$ cat src/rtl/glitcbus_pkg.sv
// -----------------------------------------------------------------------------
// glitcbus_pkg
// Shared definitions for the GLITCBUS protocol: the transaction state
// encoding and the status bytes returned on GAD at the end of every
// transaction. Kept in one place so a GLITCBUS master can reuse them.
// -----------------------------------------------------------------------------
package glitcbus_pkg;

  // Transaction phases, in the order they occur on the wire.
  typedef enum logic [2:0] {
    ST_IDLE = 3'd0,  // waiting for a select falling edge
    ST_ADR1 = 3'd1,  // high address byte on GAD
    ST_WDAT = 3'd2,  // four write-data bytes, LSB first
    ST_WB   = 3'd3,  // WISHBONE cycle in flight
    ST_STAT = 3'd4,  // one status byte driven on GAD
    ST_RDAT = 3'd5,  // four read-data bytes driven, LSB first
    ST_DONE = 3'd6   // transaction over, waiting for select release
  } gb_state_e;

  // Status bytes seen by the GLITCBUS master.
  localparam logic [7:0] STATUS_OK   = 8'hA5;  // WISHBONE ack
  localparam logic [7:0] STATUS_ERR  = 8'hEE;  // WISHBONE err or rty
  localparam logic [7:0] STATUS_TMO  = 8'hE7;  // no termination in time
  localparam logic [7:0] STATUS_WAIT = 8'h00;  // still busy

  // Byte idx (0 = LSB) of a 32-bit word.
  function automatic logic [7:0] get_byte(input logic [31:0] word,
                                          input logic [1:0]  idx);
    return word[{idx, 3'b000} +: 8];
  endfunction

endpackage : glitcbus_pkg

$ cat src/rtl/glitcbus_slave.sv
// -----------------------------------------------------------------------------
// glitcbus_slave
// Bridges the byte-wide GLITCBUS onto a 32-bit WISHBONE master port.
// A transaction is framed by gsel_b_i low: low address byte, high address
// byte, four write-data bytes (writes only), then one WISHBONE cycle. The
// slave then drives one status byte and, for a successful read, four
// read-data bytes back on GAD.
//
// Ports
//   clk_i, rst_i        single clock, synchronous active-high reset
//   gsel_b_i            active-low transaction select
//   grdwr_b_i           1 = read, 0 = write (taken on the first select cycle)
//   gad_i/gad_o/gad_oe_o split bidirectional GAD byte bus
//   cyc_o stb_o we_o adr_o dat_o sel_o   WISHBONE master request
//   dat_i ack_i err_i rty_i              WISHBONE master response
// -----------------------------------------------------------------------------
module glitcbus_slave #(
  parameter int TIMEOUT_CYCLES = 255
) (
  input  logic        clk_i,
  input  logic        rst_i,
  input  logic        gsel_b_i,
  input  logic        grdwr_b_i,
  input  logic [7:0]  gad_i,
  output logic [7:0]  gad_o,
  output logic        gad_oe_o,
  output logic        cyc_o,
  output logic        stb_o,
  output logic        we_o,
  output logic [15:0] adr_o,
  output logic [31:0] dat_o,
  output logic [3:0]  sel_o,
  input  logic [31:0] dat_i,
  input  logic        ack_i,
  input  logic        err_i,
  input  logic        rty_i
);

  import glitcbus_pkg::*;

  // The counter holds the index of the current WB cycle, so it must reach
  // TIMEOUT_CYCLES-1.
  localparam int              CNT_W    = (TIMEOUT_CYCLES > 1) ? $clog2(TIMEOUT_CYCLES) : 1;
  localparam logic [CNT_W-1:0] CNT_LAST = CNT_W'(TIMEOUT_CYCLES - 1);

  gb_state_e        state_q,  state_d;
  logic             rd_q,     rd_d;
  logic [15:0]      adr_q,    adr_d;
  logic [31:0]      dat_q,    dat_d;     // write data, then read data
  logic [1:0]       beat_q,   beat_d;
  logic [CNT_W-1:0] cnt_q,    cnt_d;
  logic [7:0]       status_q, status_d;
  logic             gsel_b_q, gsel_b_d;  // previous select, for edge detect

  // ---------------------------------------------------------------------------
  // State register
  // ---------------------------------------------------------------------------
  // NOTE: sequential state uses non-blocking assignments so every flop
  // samples the pre-edge value of every other flop, independent of order.
  always_ff @(posedge clk_i) begin
    if (rst_i) begin
      state_q  <= ST_IDLE;
      rd_q     <= 1'b0;
      adr_q    <= '0;
      dat_q    <= '0;
      beat_q   <= '0;
      cnt_q    <= '0;
      status_q <= STATUS_WAIT;
      // Treated as "select was low" so a select held low through reset
      // release cannot start a transaction without a fresh falling edge.
      gsel_b_q <= 1'b0;
    end else begin
      state_q  <= state_d;
      rd_q     <= rd_d;
      adr_q    <= adr_d;
      dat_q    <= dat_d;
      beat_q   <= beat_d;
      cnt_q    <= cnt_d;
      status_q <= status_d;
      gsel_b_q <= gsel_b_d;
    end
  end

  // ---------------------------------------------------------------------------
  // Next-state logic
  // ---------------------------------------------------------------------------
  always_comb begin
    // NOTE: every signal gets its hold value first; a path that forgets to
    // assign one would otherwise infer a latch.
    state_d  = state_q;
    rd_d     = rd_q;
    adr_d    = adr_q;
    dat_d    = dat_q;
    beat_d   = beat_q;
    cnt_d    = cnt_q;
    status_d = status_q;
    gsel_b_d = gsel_b_i;

    if (state_q == ST_IDLE) begin
      if (!gsel_b_i && gsel_b_q) begin
        rd_d     = grdwr_b_i;
        adr_d    = {8'h00, gad_i};
        dat_d    = '0;
        beat_d   = '0;
        cnt_d    = '0;
        status_d = STATUS_WAIT;
        state_d  = ST_ADR1;
      end
    end else if (gsel_b_i) begin
      // Select released: a normal exit from DONE, an abort anywhere else.
      // A WISHBONE response arriving later is ignored because IDLE never
      // looks at the response inputs.
      state_d = ST_IDLE;
    end else begin
      unique case (state_q)
        ST_ADR1: begin
          adr_d[15:8] = gad_i;
          beat_d      = '0;
          cnt_d       = '0;
          state_d     = rd_q ? ST_WB : ST_WDAT;
        end

        ST_WDAT: begin
          dat_d[{beat_q, 3'b000} +: 8] = gad_i;
          beat_d = beat_q + 2'd1;
          if (beat_q == 2'd3) begin
            cnt_d   = '0;
            state_d = ST_WB;
          end
        end

        ST_WB: begin
          // ack wins over err/rty; a termination on the final allowed
          // cycle still beats the timeout.
          if (ack_i) begin
            status_d = STATUS_OK;
            if (rd_q) dat_d = dat_i;
            state_d = ST_STAT;
          end else if (err_i || rty_i) begin
            status_d = STATUS_ERR;
            state_d  = ST_STAT;
          end else if (cnt_q == CNT_LAST) begin
            status_d = STATUS_TMO;
            state_d  = ST_STAT;
          end else begin
            cnt_d = cnt_q + 1'b1;
          end
        end

        ST_STAT: begin
          beat_d  = '0;
          state_d = (rd_q && status_q == STATUS_OK) ? ST_RDAT : ST_DONE;
        end

        ST_RDAT: begin
          beat_d = beat_q + 2'd1;
          if (beat_q == 2'd3) state_d = ST_DONE;
        end

        default: ;  // ST_DONE waits for select release, handled above
      endcase
    end
  end

  // ---------------------------------------------------------------------------
  // Outputs, decoded from registered state only
  // ---------------------------------------------------------------------------
  always_comb begin
    gad_o    = 8'h00;
    gad_oe_o = 1'b0;
    cyc_o    = 1'b0;
    stb_o    = 1'b0;
    we_o     = 1'b0;
    adr_o    = '0;
    dat_o    = '0;
    sel_o    = '0;

    unique case (state_q)
      ST_WB: begin
        cyc_o = 1'b1;
        stb_o = 1'b1;
        we_o  = !rd_q;
        sel_o = 4'hF;
        adr_o = adr_q;
        dat_o = dat_q;
        // The first WB cycle is the GAD turnaround: the master has just
        // stopped driving, so the slave stays off the bus for one cycle.
        if (cnt_q != '0) begin
          gad_oe_o = 1'b1;
          gad_o    = STATUS_WAIT;
        end
      end

      ST_STAT: begin
        gad_oe_o = 1'b1;
        gad_o    = status_q;
      end

      ST_RDAT: begin
        gad_oe_o = 1'b1;
        gad_o    = get_byte(dat_q, beat_q);
      end

      default: ;
    endcase
  end

endmodule : glitcbus_slave

$ cat config.mk
export PLATFORM = sky130hd
export DESIGN_NAME = glitcbus_slave
export DESIGN_NICKNAME = d
export VERILOG_FILES = /design/src/rtl/glitcbus_pkg.sv /design/src/rtl/glitcbus_slave.sv
export SDC_FILE = /design/constraint.sdc
export NUM_CORES = 1
export LEC_CHECK = 0
export BUFFER_PORTS_ARGS = -buffer_cell sky130_fd_sc_hd__buf_4
export CAP_MARGIN = 20
export CORE_MARGIN = 1.5
export CORE_UTILIZATION = 50
export DETAILED_ROUTE_END_ITERATION = 8
export PLACE_DENSITY_LB_ADDON = 0.1
export SLEW_MARGIN = 40
export SYNTH_ARGS = -nofsm -noshare
export SYNTH_HDL_FRONTEND = slang
export SYNTH_SLANG_ARGS = --single-unit
$ cat constraint.sdc
create_clock -name clk_i -period 3.1 [get_ports clk_i]
set_clock_uncertainty 0.1 [all_clocks]
set_input_delay 0.155 -clock clk_i [delete_from_list [all_inputs] [get_ports clk_i]]
set_output_delay 0.155 -clock clk_i [all_outputs]
set_load 0.02 [all_outputs]
Word-level counts from Yosys, hierarchy flattened

Cells that the tools add are included.
Widths: inputs -> output; s select.

Word-level logic and storage cells: 106
Register bits: 71
Output and inout port bits: 64

Shift-type cells: 3
Multiplexer cells: 48
Equality and inequality tests: 19
Reduce and logical (&&, ||, !) cells: 24
Add/sub/neg operators: 3

Operator list:

| operator               | count |
|---|---|
| $mux 32                | 6 |
| $mux 8                 | 16 |
| $pmux 32 s2            | 1 |
| $bwmux 32              | 1 |
| $mux 16                | 2 |
| $shift 8x7->32 const A | 1 |
| $shiftx 32x6->8        | 1 |
| $shiftx 8x7->32        | 1 |
| $mux 3                 | 8 |
| $pmux 8 s3             | 1 |
| $ne 3x3->1 const B     | 6 |
| $eq 8x8->1 const B     | 2 |
| $pmux 8 s2             | 1 |
| $pmux 3 s5             | 1 |
| $reduce_and 5->1       | 2 |
| $add 8x1->8 const B    | 1 |
| $mux 2                 | 4 |
| $ne 4x4->1 const B     | 2 |
| $reduce_bool 4->1      | 2 |
| $reduce_bool 8->1      | 1 |
| $neg 5->7              | 1 |
| $reduce_and 7->1       | 1 |
| $reduce_bool 7->1      | 1 |
| $eq 3x2->1 const B     | 2 |
| 20 further kinds       | 32 |

Logic depth before layout (Yosys ltp)

Word-level depth: 7
Gate-level depth with buffers: 9

Least setup slack after synthesis

OpenSTA, ideal clock, no wires.

Kind: flip-flop to flip-flop
From: register beat_q[0]
To: register dat_q[0]
Stages on the path, launching flop included: 9
Setup time: 0.062 ns
Data arrival time: 2.499 ns
Clock period less this slack: 2.661 ns
Path slack: 0.439 ns
Cells stage by stage: dfxtp_1 -> clkbuf_1 -> buf_2 -> inv_1 -> ha_1 -> or3b_2 -> nor3_1 -> nand3_1 -> nand3_1

Longest elaborated chain between the ends: 6

RTL lines:

| what                                                     | line                  | RTL |
|---|---|---|
| from (decl)                                              | glitcbus_slave.sv:50  | `logic [1:0] beat_q, beat_d;` |
| from (signal assigned)                                   | glitcbus_slave.sv:77  | `beat_q <= beat_d;` |
| $neg 5->7 (*)                                            | glitcbus_slave.sv:124 | `dat_d[{beat_q, 3'b000} +: 8] = gad_i;` |
| $shiftx 8x7->32 / $shift 8x7->32 (equally long branches) | glitcbus_slave.sv:124 |  |
| $bwmux 32 (*)                                            | glitcbus_slave.sv:124 |  |
| $pmux 32 s2 (*)                                          | glitcbus_slave.sv:115 | `unique case (state_q)` |
| $mux 32 (*)                                              | glitcbus_slave.sv:109 | `end else if (gsel_b_i) begin` |
| $mux 32 (*)                                              | glitcbus_slave.sv:99  | `if (state_q == ST_IDLE) begin` |
| to (signal assigned)                                     | glitcbus_slave.sv:76  | `dat_q <= dat_d;` |
| to (decl)                                                | glitcbus_slave.sv:49  | `logic [31:0] dat_q, dat_d;` |

Every way passes the cells marked *; elsewhere a longest branch is shown, timed or not. The select of a mux whose other input is x is not followed.
A chain may end at the register's enable or synchronous reset.

Final worst setup path

From: register state_q[1]
To: output dat_o[0]

Longest elaborated chain between the ends: 2

RTL lines:

| what                   | line                  | RTL |
|---|---|---|
| from (decl)            | glitcbus_slave.sv:46  | `gb_state_e state_q, state_d;` |
| from (signal assigned) | glitcbus_slave.sv:73  | `state_q <= state_d;` |
| $eq 3x2->1             | glitcbus_slave.sv:178 | `unique case (state_q)` |
| $mux 32                | glitcbus_slave.sv:178 |  |
| to (decl)              | glitcbus_slave.sv:31  | `output logic [31:0] dat_o,` |

No other way between the ends.

==> impl_metrics.yaml <==
status:
  status: "finished, final reports clean"
floorplan:
  io_pins: 111
  die_h_um: 91.53
  core_um2: 7647
  fp-row-count: 32
  die_area_um2: 8378
  start_util_pct: 51.24
  fp.dieW_um: 91.53
global_route:
  grt_max_degree: 64
  grt_pass1_vias: 3737
  grt_pass1_wl_mm: 18.90
  gr-usage-all-layers_pct: 29.26
  grt_antenna_before_repair: 0
  overflow: 0
logic_synthesis:
  synth_fp_nets: 539
  synth.area.top_cells: "dfxtp_1, and2_1, nand2_1, nor2_1, mux4_2"
  synth_flop_cell: "dfxtp_1"
  syn_area_per_cell_um2: 8.130
  async_flop_share_pct: 0
  yosys_warnings: 0
  synth_top_area_cell: "dfxtp_1"
  yosysSeqAreaShare_pct: 34.23
  synth_enable_flop_cells: 0
  synth_cells: 482
  synth_top_area_share_pct: 34.23
  yosys.cell_types.count: 55
  synth_seq_cells: 67
  synth_area_um2: 3919
power:
  p_per_area_nw_per_um2: 399.1
  leakagePower_nw: 1.962
  ir_drop_mv: 0.2312
cells_and_area:
  multiInputGateArea_um2: 2385
  drive_above_1_share_pct: 26.53
  final_cell_mix: "buf_4, dfxtp_1, nand2_1, and2_1, nor2_1"
  syn2layout_area_growth_pct: 29.47
  layout_commonest_cell: "buf_4"
  num-nets-final: 640
  register_area_um2: 1341
  n_antenna_cell: 0
  finish.utilization_pct: 66.34
  fill_cells: 643
min_path:
  hold_path_end: "adr_q[7]$_SDFFE_PP0P_"
  hold_start: "gad_i[7]"
  holdCritPathClass: "in -> reg"
  whs_path_depth: 3
clock_network:
  cts_tree: "built"
  worstSkewPairLatency_ps: 340
  cts_max_level: 3
  clkTransAtPathRegs_ps: 80
  cts_hold_buf: 8
  postCtsSetupBuffers: 0
  clockBufferDepth: 2
  ctsResizeCount: 0
  clkSinkCount: 67
  cts-buffers-inserted: 9
  cts-root-buf: "clkbuf_8"
routing:
  drt_iter0_drc: 310
  drc: 0
  ant_nets: 0
  dr_total_vias: 3931
  vias_per_cell: 5.697
  totalWireLength_mm: 12.05
  drtPass1Iterations: 5
  wire_per_inst_um: 17.47
timing:
  fmax_mhz: 370.9
  maxSlewViolCount: 0
  max_slew_margin_pct: 46.49
  finalSetupTns_ps: 0
  grt_setup_unrepaired: "no"
  final.period_utilization_pct: 86.98
  setup_viol_count_final: 0
  period_minus_slack_ps: 2696
  tightest_slew_ps: 796.1
  finalHoldViolCount: 0
setup_path:
  cp.required_ps: 2840
  arrival_ps: 2440
  crit_fanout: 56
  r2r_end: "state_q[1]$_SDFFE_PP0P_"
  r2r_cells: 6
  end_kind: "output pin"
  worstSetupPathType: "reg -> out"
  r2r-start: "state_q[1]$_SDFFE_PP0P_"
  critPathLaunchType: "flip-flop"
  rrSetupSlack_ps: 640
place:
  gp_congestion: 0.9011
  place_hpwl_mm: 8.537
  port_buffers: 110
run:
  maxCapViolations: 0
-- per-stage QoR --
step                hold WS, ps  power, mW  std cells  instance area [µm²]  setup slack [ps]
floorplan                 177.2      1.113        482                 3919             438.6
CTS                       7.929      2.027        690                 5071             444.5
detailed placement        267.7      1.227        666                 4776             712.0
global placement          270.9      1.221        666                 4776             734.6
finish                    17.52      2.025        690                 5074             403.7
global route              15.34      2.092        690                 5074             207.0
-- worst max path at each step --
stage / start / to / cells past startpoint
after floorplan: beat_q[0]$_SDFFE_PP0P_ / dat_q[0]$_SDFFE_PP0P_ / 8
after global placement: state_q[1]$_SDFFE_PP0P_ / dat_q[19]$_SDFFE_PP0P_ / 5
after global routing: state_q[1]$_SDFFE_PP0P_ / dat_o[0] / 5
after CTS: state_q[1]$_SDFFE_PP0P_ / dat_o[27] / 5
final: state_q[1]$_SDFFE_PP0P_ / dat_o[0] / 5
after detailed placement: state_q[1]$_SDFFE_PP0P_ / dat_q[18]$_SDFFE_PP0P_ / 5
-- per-layer routing --
| layer | global-route usage [%] | routed length [µm] |
|---|---|---|
| met5 | 0 | 0 |
| met4 | 12.11 | 266 |
| met3 | 5.695 | 964 |
| met2 | 46.70 | 5596 |
| met1 | 38.61 | 5226 |
-- area by class of cell --
| type | instances | share of cell area (%) |
|---|---|---|
| timing repair buffer | 125 | 19.14 |
| sequential | 67 | 26.44 |
| inverter | 9 | 0.6658 |
| clock inverter | 7 | 1.800 |
| tap | 102 | 2.515 |
| multi-input combinational | 371 | 47.00 |
| clock buffer | 9 | 2.441 |
-- cells in the mapped netlist, drive strengths merged, types with 2 or more instances --
cell and n:
nand4 7, dfxtp 67, or4b 2, o31ai 2
a22oi 16, inv 8, nand2b 4, nand3b 9
o21bai 2, nand2 52, and2 51, nand3 31
and3 2, o21ai 10, clkbuf 22, mux4 8
ha 10, xor2 5, a221oi 8, or3 3
nor2b 3, nor2 50, buf 13, o21a 5
a211oi 18, nor4 6, nor3 18, a21oi 31
mux2i 2
-- flip-flops by register name (all words and copies together) (netlist names) --
| register | count |
|---|---|
| status_q | 4 |
| adr_q | 16 |
| dat_q | 32 |
| rd_q | 1 |
| state_q | 3 |
| cnt_q | 8 |
| gsel_b_q | 1 |
| beat_q | 2 |
-- cell families (layout without fill, tap and decap cells) --
kind of cell,count (synthesis),count (layout),share of synthesized area [%]
compound gates,103,103,18.42
fa+ha+maj,10,10,3.193
mux,10,10,5.109
xor+xnor,5,5,1.117
flops,67,67,34.23
buf+inv,44,150,4.981
simple gates,243,243,32.95
-- report_power, final --
| part | leakage (nW) | switching [mW] | total (mW) | internal, mW |
|---|---|---|---|---|
| clock network | 0.109 | 0.354 | 0.805 | 0.451 |
| logic | 1.31 | 0.162 | 0.281 | 0.119 |
| registers | 0.544 | 0.0374 | 0.938 | 0.901 |
-- critical path, cell delays in order (launching register included) --
cell and delay [ps]:
dfxtp_1 660, nand3b_1 350, inv_2 480, buf_12 280
and2_1 160, buf_4 140
No activity file was read; power rests on OpenSTA's default activity.
